==> src/rtl/lbcnn_pkg.sv <==
// Shared definitions for the LBC network datapath.
//   DATA_W : width of every feature / activation word
//   data_t : signed feature word, shared with fc_layer
//   relu   : optional rectifier applied to a single word
package lbcnn_pkg;

   localparam int DATA_W = 16;

   typedef logic signed [DATA_W-1:0] data_t;

   // Negative words become zero when the rectifier is enabled.
   function automatic data_t relu(input data_t d, input logic en);
      return (en && (d < 0)) ? data_t'(0) : d;
   endfunction

endpackage

==> src/rtl/fc_feature_collector_if.sv <==
// Bundle of the collector's stream-in and vector-out signals.
//   s_valid/s_ready/s_data/s_last : sample stream from the conv/pool path
//   m_valid/m_ack/m_inputs        : assembled vector toward fc_layer
//   err_len                       : framing error pulse
// slave  = collector side, master = producer/consumer side.
interface fc_feature_collector_if import lbcnn_pkg::*; #(
   parameter int VEC_LEN = 64
);
   logic  s_valid;
   logic  s_ready;
   data_t s_data;
   logic  s_last;
   logic  m_valid;
   logic  m_ack;
   data_t m_inputs [0:VEC_LEN-1];
   logic  err_len;

   modport slave (
      input  s_valid, s_data, s_last, m_ack,
      output s_ready, m_valid, m_inputs, err_len
   );

   modport master (
      output s_valid, s_data, s_last, m_ack,
      input  s_ready, m_valid, m_inputs, err_len
   );
endinterface

==> src/rtl/fc_vec_bank.sv <==
// One vector bank: VEC_LEN registered words written one at a time,
// read out all at once.
//   clk, rst : clock, asynchronous active-high clear to zero
//   we       : write strobe
//   idx      : word index to write
//   din      : word to write
//   dout     : the whole bank, word k at dout[k]
module fc_vec_bank import lbcnn_pkg::*; #(
   parameter int VEC_LEN = 64,
   parameter int IDX_W   = $clog2(VEC_LEN)
) (
   input  logic                 clk,
   input  logic                 rst,
   input  logic                 we,
   input  logic [IDX_W-1:0]     idx,
   input  data_t                din,
   output data_t [VEC_LEN-1:0]  dout
);

   data_t [VEC_LEN-1:0] mem_reg;

   always_ff @(posedge clk or posedge rst) begin
      if (rst) begin
         mem_reg <= '0;
      end else if (we) begin
         mem_reg[idx] <= din;
      end
   end

   for (genvar gi = 0; gi < VEC_LEN; gi++) begin : g_out
      assign dout[gi] = mem_reg[gi];
   end

endmodule

==> src/rtl/fc_feature_collector.sv <==
// Assembles a stream of signed feature samples into a flattened vector of
// IP_LAYER*NUM_INP words for fc_layer, using two ping-pong banks so one
// vector is presented while the next fills. Optional ReLU on ingress and
// a framing check on s_last.
//   clk, rst : clock, asynchronous active-high reset
//   bus      : slave side of fc_feature_collector_if (stream in, vector out,
//              err_len pulse)
module fc_feature_collector import lbcnn_pkg::*; #(
   parameter int IP_LAYER = 8,
   parameter int NUM_INP  = 8,
   parameter int RELU_EN  = 1
) (
   input logic                    clk,
   input logic                    rst,
   fc_feature_collector_if.slave  bus
);

   localparam int VEC_LEN = IP_LAYER * NUM_INP;
   localparam int IDX_W   = $clog2(VEC_LEN);

   logic             wr_bank_reg, wr_bank_next;
   logic             rd_bank_reg, rd_bank_next;
   logic [1:0]       full_reg, full_next;
   logic [IDX_W-1:0] wr_idx_reg, wr_idx_next;
   logic             err_len_reg, err_len_next;

   logic             beat_acc;
   logic             ack_fire;
   logic             at_end;
   data_t            store_data;
   data_t [VEC_LEN-1:0] bank_q [2];

   // Both flags come from registers only, so neither input handshake has a
   // combinational path to them.
   assign bus.s_ready = ~full_reg[wr_bank_reg];
   assign bus.m_valid = full_reg[rd_bank_reg];
   assign bus.err_len = err_len_reg;

   assign beat_acc   = bus.s_valid && !full_reg[wr_bank_reg];
   assign ack_fire   = bus.m_ack && full_reg[rd_bank_reg];
   assign at_end     = (wr_idx_reg == IDX_W'(VEC_LEN - 1));
   assign store_data = relu(bus.s_data, RELU_EN != 0);

   // A bank that is full is never the write target, so data beats cannot
   // disturb the vector being presented.
   for (genvar gi = 0; gi < 2; gi++) begin : g_bank
      fc_vec_bank #(
         .VEC_LEN (VEC_LEN),
         .IDX_W   (IDX_W)
      ) u_bank (
         .clk  (clk),
         .rst  (rst),
         .we   (beat_acc && (wr_bank_reg == 1'(gi))),
         .idx  (wr_idx_reg),
         .din  (store_data),
         .dout (bank_q[gi])
      );
   end

   for (genvar gi = 0; gi < VEC_LEN; gi++) begin : g_mux
      assign bus.m_inputs[gi] = bank_q[rd_bank_reg][gi];
   end

   always_comb begin
      wr_bank_next = wr_bank_reg;
      rd_bank_next = rd_bank_reg;
      full_next    = full_reg;
      wr_idx_next  = wr_idx_reg;
      err_len_next = 1'b0;

      if (beat_acc) begin
         if (at_end) begin
            // Vector complete; delivered even when s_last is missing.
            full_next[wr_bank_reg] = 1'b1;
            wr_bank_next           = ~wr_bank_reg;
            wr_idx_next            = '0;
            err_len_next           = ~bus.s_last;
         end else if (bus.s_last) begin
            // Early s_last: drop the partial vector, refill the same bank.
            wr_idx_next  = '0;
            err_len_next = 1'b1;
         end else begin
            wr_idx_next = IDX_W'(wr_idx_reg + 1'b1);
         end
      end

      // The ack targets a full bank and a write targets an empty one, so the
      // two updates never collide on the same flag.
      if (ack_fire) begin
         full_next[rd_bank_reg] = 1'b0;
         rd_bank_next           = ~rd_bank_reg;
      end
   end

   always_ff @(posedge clk or posedge rst) begin
      if (rst) begin
         wr_bank_reg <= 1'b0;
         rd_bank_reg <= 1'b0;
         full_reg    <= 2'b00;
         wr_idx_reg  <= '0;
         err_len_reg <= 1'b0;
      end else begin
         wr_bank_reg <= wr_bank_next;
         rd_bank_reg <= rd_bank_next;
         full_reg    <= full_next;
         wr_idx_reg  <= wr_idx_next;
         err_len_reg <= err_len_next;
      end
   end

endmodule
==> src/flat_wrapper.sv <==
// flat-port wrapper written by rule: the top's interface ports become plain ports
module fc_feature_collector_flat import lbcnn_pkg::*;
#(
   parameter int IP_LAYER = 8,
   parameter int NUM_INP  = 8,
   parameter int RELU_EN  = 1
)
  (clk, rst, bus_s_valid, bus_s_data, bus_s_last, bus_m_ack, bus_s_ready, bus_m_valid, bus_m_inputs, bus_err_len);
  fc_feature_collector_if bus_i ();
  input logic clk;
  input logic rst;
  input wire logic [$bits(bus_i.s_valid)-1:0] bus_s_valid;
  input wire logic [$bits(bus_i.s_data)-1:0] bus_s_data;
  input wire logic [$bits(bus_i.s_last)-1:0] bus_s_last;
  input wire logic [$bits(bus_i.m_ack)-1:0] bus_m_ack;
  output wire logic [$bits(bus_i.s_ready)-1:0] bus_s_ready;
  output wire logic [$bits(bus_i.m_valid)-1:0] bus_m_valid;
  output wire logic [$bits(bus_i.m_inputs)-1:0] bus_m_inputs;
  output wire logic [$bits(bus_i.err_len)-1:0] bus_err_len;
  assign bus_i.s_valid = bus_s_valid;
  assign bus_i.s_data = bus_s_data;
  assign bus_i.s_last = bus_s_last;
  assign bus_i.m_ack = bus_m_ack;
  assign bus_s_ready = bus_i.s_ready;
  assign bus_m_valid = bus_i.m_valid;
  assign bus_m_inputs = {>>{bus_i.m_inputs}};
  assign bus_err_len = bus_i.err_len;
  fc_feature_collector #(.IP_LAYER(IP_LAYER), .NUM_INP(NUM_INP), .RELU_EN(RELU_EN)) u_core (.clk(clk), .rst(rst), .bus(bus_i));
endmodule
==> config.mk <==
export PLATFORM = sky130hd
export DESIGN_NAME = fc_feature_collector_flat
export DESIGN_NICKNAME = d
export VERILOG_FILES = /design/src/rtl/lbcnn_pkg.sv /design/src/rtl/fc_feature_collector_if.sv /design/src/rtl/fc_vec_bank.sv /design/src/rtl/fc_feature_collector.sv /design/src/flat_wrapper.sv
export SDC_FILE = /design/constraint.sdc
export NUM_CORES = 2
export LEC_CHECK = 0
export CAP_MARGIN = 5
export CELL_PAD_IN_SITES_DETAIL_PLACEMENT = 1
export CELL_PAD_IN_SITES_GLOBAL_PLACEMENT = 2
export CORE_MARGIN = 2
export CORE_UTILIZATION = 34
export DETAILED_ROUTE_END_ITERATION = 10
export HOLD_SLACK_MARGIN = 0.12
export PLACE_DENSITY = 0.83
export SLEW_MARGIN = 15
export SYNTH_ARGS = -nofsm -noshare
export SYNTH_HDL_FRONTEND = slang
export SYNTH_SLANG_ARGS = --single-unit
==> constraint.sdc <==
create_clock -name clk -period 54.6 [get_ports clk]
set_input_delay 5.46 -clock clk [delete_from_list [all_inputs] [get_ports clk]]
set_output_delay 5.46 -clock clk [all_outputs]
set_load 0.05 [all_outputs]
## Word-level counts from Yosys, hierarchy flattened

Cells that the tools add are included.

- Flip-flop bits (word level): 2059
- Latch bits: 0
- Bits in writable memories: 0
- Memory bits (read-only): 0
- Output and inout bits: 1027
- Memories kept: 0

- Add/subtract/negate cells: 1
- Multipliers: 0
- Div/mod/pow operators: 0
- Order comparisons: 8
- Equal/unequal tests: 1
- Shifts and indexed selects: 0
- Mux-type cells: 24
- Bitwise operators: 8
- Reduce and logical (&&, ||, !) cells: 9

Operators with widths:

| kind | number |
|---|---|
| two-way mux 1024 bit | 3 |
| bitwise mux 1024 bit | 2 |
| demux 16 bit (select 6 bit) | 1 |
| two-way mux 16 bit | 2 |
| less-than comparator 16 x 1 -> 1 bit, second input constant | 1 |
| two-way mux 6 bit | 2 |
| two-way mux 1 bit | 9 |
| logical AND 1 bit | 7 |
| less-than comparator 6 x 7 -> 1 bit, second input constant | 1 |
| adder 6 x 1 -> 6 bit, second input constant | 1 |
| equality test 6 bit, second input constant | 1 |
| >= comparator 6 x 1 -> 1 bit, second input constant | 1 |
| two-way mux 2 bit | 3 |
| less-than comparator 1 x 2 -> 1 bit, second input constant | 2 |
| inverter 1 bit | 4 |
| AND 2 bit | 1 |
| demux 1 bit (select 1 bit) | 2 |
| >= comparator 1 bit, second input constant | 2 |
| >= comparator 2 bit, second input constant | 1 |
| inverter 1 -> 2 bit | 1 |
| inverter 2 bit | 1 |
| OR 2 bit | 1 |
| AND reduction 2 bit | 1 |
| zero test 1 bit | 1 |

## Depth between registers and ports, before layout

- Depth in word-level cells: 9
- Mapped depth: 8
- Mapped depth without buffers: 4

## By module

Synthesis repeated with hierarchy kept, for this count alone.

- Cell total of the unflattened synthesis: 5891
- Area, all modules: 89803.6 um^2

By module, submodules not included:

| module | instances | cells an instance | area an instance (um^2) | seq. area each (um^2) |
|---|---|---|---|---|
| fc_vec_bank | 2 | 2336 | 38506.9 | 25624.6 |
| fc_feature_collector | 1 | 1219 | 12789.8 | 275.3 |

## Worst setup path before layout

OpenSTA, ideal clock, no wires.

- Kind: register -> output
- From: register u_core.rd_bank_reg
- To: output bus_m_inputs[1]
- Arrival: 1.750 ns
- Data required time: 49.140 ns
- Path slack: 47.390 ns
- Stages on the path, launching flop included: 5
- Path through: dfrtp_1 clkbuf_1 clkbuf_1 clkbuf_1 mux2_2

- Word-level cells in the longest chain between the ends: 4

Ends and longest elaborated chain:

| what | line | source |
|---|---|---|
| from (decl) | fc_feature_collector.sv:22 | `logic rd_bank_reg, rd_bank_next;` |
| from (signal assigned) | fc_feature_collector.sv:104 | `rd_bank_reg <= rd_bank_next;` |
| inverter 1 -> 2 bit (not written as such) | fc_feature_collector.sv:61 | `assign bus.m_inputs[gi] = bank_q[rd_bank_reg][gi];` |
| two-way mux 1024 bit (3 in a row) | - |  |
| to (decl) | flat_wrapper.sv:18 | `output wire logic [$bits(bus_i.m_inputs)-1:0] bus_m_inputs;` |

No other way between the ends. The select of a mux whose other input is x is not followed.

## Worst setup path after layout

- From: register u_core.rd_bank_reg
- To: output bus_m_inputs[529]

The elaborated chain is that of the path after synthesis.

==> impl_metrics.ini <==
[clock_tree]
cts_tree = done
numCtsBuffers = 205
ctsHoldBuffers = 0
clk_latency_ps = 910
cts_buffer_depth = 3
ctsResizeCount = 0
post-cts-setup-buffer-count = 0
clkSinkCount = 1931
htreeDepth = 4
cts_root_buf = clkbuf_16
path_clk_slew_ps = 60

[layout]
fin_area_sq_mm = 0.102
final_common_cell = dfrtp_1
largest_reg_flops = 1920
final_cell_mix = dfrtp_1, mux2_2, nand2_1
fin_util_pct = 42.4
syn2layout_area_growth_pct = 23.9
layout-drive-gt1-share_pct = 28.5
layout.nets = 7591

[timing]
fin_skew_ps = 60.5
setup_tns_ps = 0
rsz0062_at_grt = false
relSlewSlack_pct = 18.2
fmax_ghz = 0.0813
setup_viol_count_final = 0
worst_slew_pin_slew_ps = 1230
min_period_ps = 12300
hold_viol_final = 0
maxSlewViolCount = 0
fin_crit_sh_pct = 22.5

[placed_design]
hpwl_um = 209000
routabilityCongestion = 0.830
placed_cell_area_sq_mm = 0.0948
port_buffers = 983

[floorplanning]
dieArea_sq_mm = 0.246
die_y_um = 496
core-area_sq_mm = 0.241
rows = 180
dieWidth_um = 496
start_util_pct = 34.2
io-pin-count = 1048

[yosys]
ys_types = 43
synth-xor-area-share_pct = 0.0213
yosys.area_share.adder_pct = 0.0152
synth_area_per_cell_sq_um = 12.0
synthSimpleGateAreaFrac_pct = 6.90
synth-compound-area-share_pct = 7.02
yosysSeqAreaShare_pct = 58.6
synth_cells = 6876
synth_top_family_by_area = multiplexers
ys_warn_count = 0
synth_mux_area_share_pct = 23.8
syn-cell-area_sq_mm = 0.0824
ys_seq_elements = 1931

[grt]
grt_overflow_total = 0
grt_pass1_wl_um = 458000
first_global_vias = 61400
grt_antenna_before_repair = 46
track_usage_pct = 25.7
grt_max_degree = 177

[critical_path]
startpoint_type = flip-flop
crit_slowest_cell = buf_4
crit_chain = buf_4, buf_12, buf_4, buf_4, buf_4, mux2_2, clkdlybuf4s50_1
path_delay_family = buffers and inverters
slowest_delay_ps = 810
criticalPathCategory = reg2out
end_kind = primary output
crit_top_cell = buf_4
crit_buf_inv = 6
critPathMaxFanout = 176
arrival_ps = 6840
crit_required_ps = 49140

[power]
p_int_mw = 2.39
total_power_mw = 3.27
power.share.sequential_pct = 45.0
power_density_mw_per_mm2 = 32.0
ir_drop_v = 0.0000280
leakage_nw = 46.9
p_sw_share_pct = 26.9
p_comb_share_pct = 9.8
clock_power_share_pct = 45.2
power_switching_mw = 0.879

[route]
drtPass1Iterations = 5
drt-initial-drc-count = 4095
routed_wl_um = 323000
route.detailed.drc = 0
postRouteAntennaNets = 0
vias_per_cell = 5.32
wl_per_cell_um = 29.5
vias = 58200

[flow_run]
maxCapViolCount = 0

[outcome]
outcome = complete, no violations

[hold_path]
hold_path.class = reg2reg
==> path summary, 6_finish.rpt <==
path	start	to	slack [ps]	depth (start not counted)
min	u_core.g_bank[0].u_bank.dout[397]	u_core.g_bank[0].u_bank.dout[397]	470	2
max in group asynchronous	rst	u_core.g_bank[1].u_bank.dout[894]	44850	7
max reg2reg	u_core.wr_idx_reg[0]	u_core.g_bank[1].u_bank.dout[827]	50420	5
min in group asynchronous	rst	u_core.g_bank[0].u_bank.dout[427]	5120	2
max	u_core.rd_bank_reg	bus_m_inputs[529]	42300	7
min reg2reg	u_core.g_bank[0].u_bank.dout[397]	u_core.g_bank[0].u_bank.dout[397]	470	2
==> synth_stat cells (all sizes together) <==
| library cell | number | share of area, % |
|---|---|---|
| ha | 1 | 0.015 |
| and2 | 2 | 0.015 |
| and4 | 1 | 0.011 |
| and3b | 1 | 0.011 |
| o22ai | 1 | 0.0076 |
| nor3 | 2 | 0.024 |
| conb | 1 | 0.0046 |
| and3 | 3 | 0.023 |
| nand3 | 68 | 0.47 |
| nand2b | 17 | 0.13 |
| buf | 138 | 1.1 |
| o31ai | 1 | 0.0091 |
| o21ai | 1146 | 7.0 |
| or4 | 1 | 0.0091 |
| nor3b | 3 | 0.046 |
| nand2 | 1164 | 5.3 |
| nor2 | 50 | 0.45 |
| nor4bb | 2 | 0.024 |
| xor2 | 2 | 0.021 |
| inv | 4 | 0.018 |
| a21oi | 3 | 0.018 |
| nor2b | 19 | 0.14 |
| dfrtp | 1931 | 59 |
| nand3b | 1 | 0.0091 |
| a31oi | 2 | 0.015 |
| nor4b | 2 | 0.039 |
| clkbuf | 544 | 2.5 |
| a21o | 1 | 0.0091 |
| or3 | 1 | 0.0076 |
| mux2i | 1 | 0.012 |
| and4b | 1 | 0.012 |
| mux2 | 1741 | 24 |
| nand4 | 21 | 0.16 |
==> per-stage QoR <==
step	setup WS (ps)	std cells	hold WS, ps
2_1_floorplan	22340	6939	444
3_3_place_gp	43370	10500	455
3_5_place_dp	43290	10500	465
4_1_cts	42330	10900	479
5_1_grt	42010	10900	497
6_report	42300	10900	474
==> final cells by class <==
cell class,count,area (sq um)
Antenna cell,17,42.5
Clock buffer,300,5990
Clock inverter,82,1230
Fill cell,25200,139000
Inverter,4,18.8
Multi-Input combinational cell,4322,31700
Sequential cell,1931,48300
Tap cell,3185,3990
Timing Repair Buffer,1105,10800
==> routing by layer <==
| layer | global-route usage, % | vias up | wire length, um |
|---|---|---|---|
| met5 | 0 | - | 51 |
| met4 | 9.18 | 8 | 11900 |
| met3 | 5.59 | 449 | 22500 |
| met2 | 40.1 | 2043 | 148000 |
| met1 | 35.1 | 30900 | 140000 |
| li1 | - | 24800 | - |
==> worst min-delay path, stage by stage (launching register included) <==
cell	delay, ps
dfrtp_1	340
nand2_1	50
o21ai_0	60
==> power groups by stage <==
stage          Sequential (mW)  Clock, mW  Combinational [mW]
6_report                  1.47       1.48               0.319
5_1_grt                   1.48       1.56               0.334
4_1_cts                   1.47       1.51               0.324
3_5_place_dp              1.50          0               0.322
3_3_place_gp              1.50          0               0.318
2_1_floorplan             1.50          0               0.196
==> kinds of logic (layout without fill, tap and decap cells) <==
group | count (synthesis) | in the layout
buf+inv | 686 | 1491
simple gates | 1359 | 1359
mux | 1742 | 1742
fa+ha+maj | 1 | 1
other cells | 1 | 81
xor+xnor | 2 | 2
flops | 1931 | 1931
compound gates | 1154 | 1154
No activity file was read; power rests on OpenSTA's default activity.
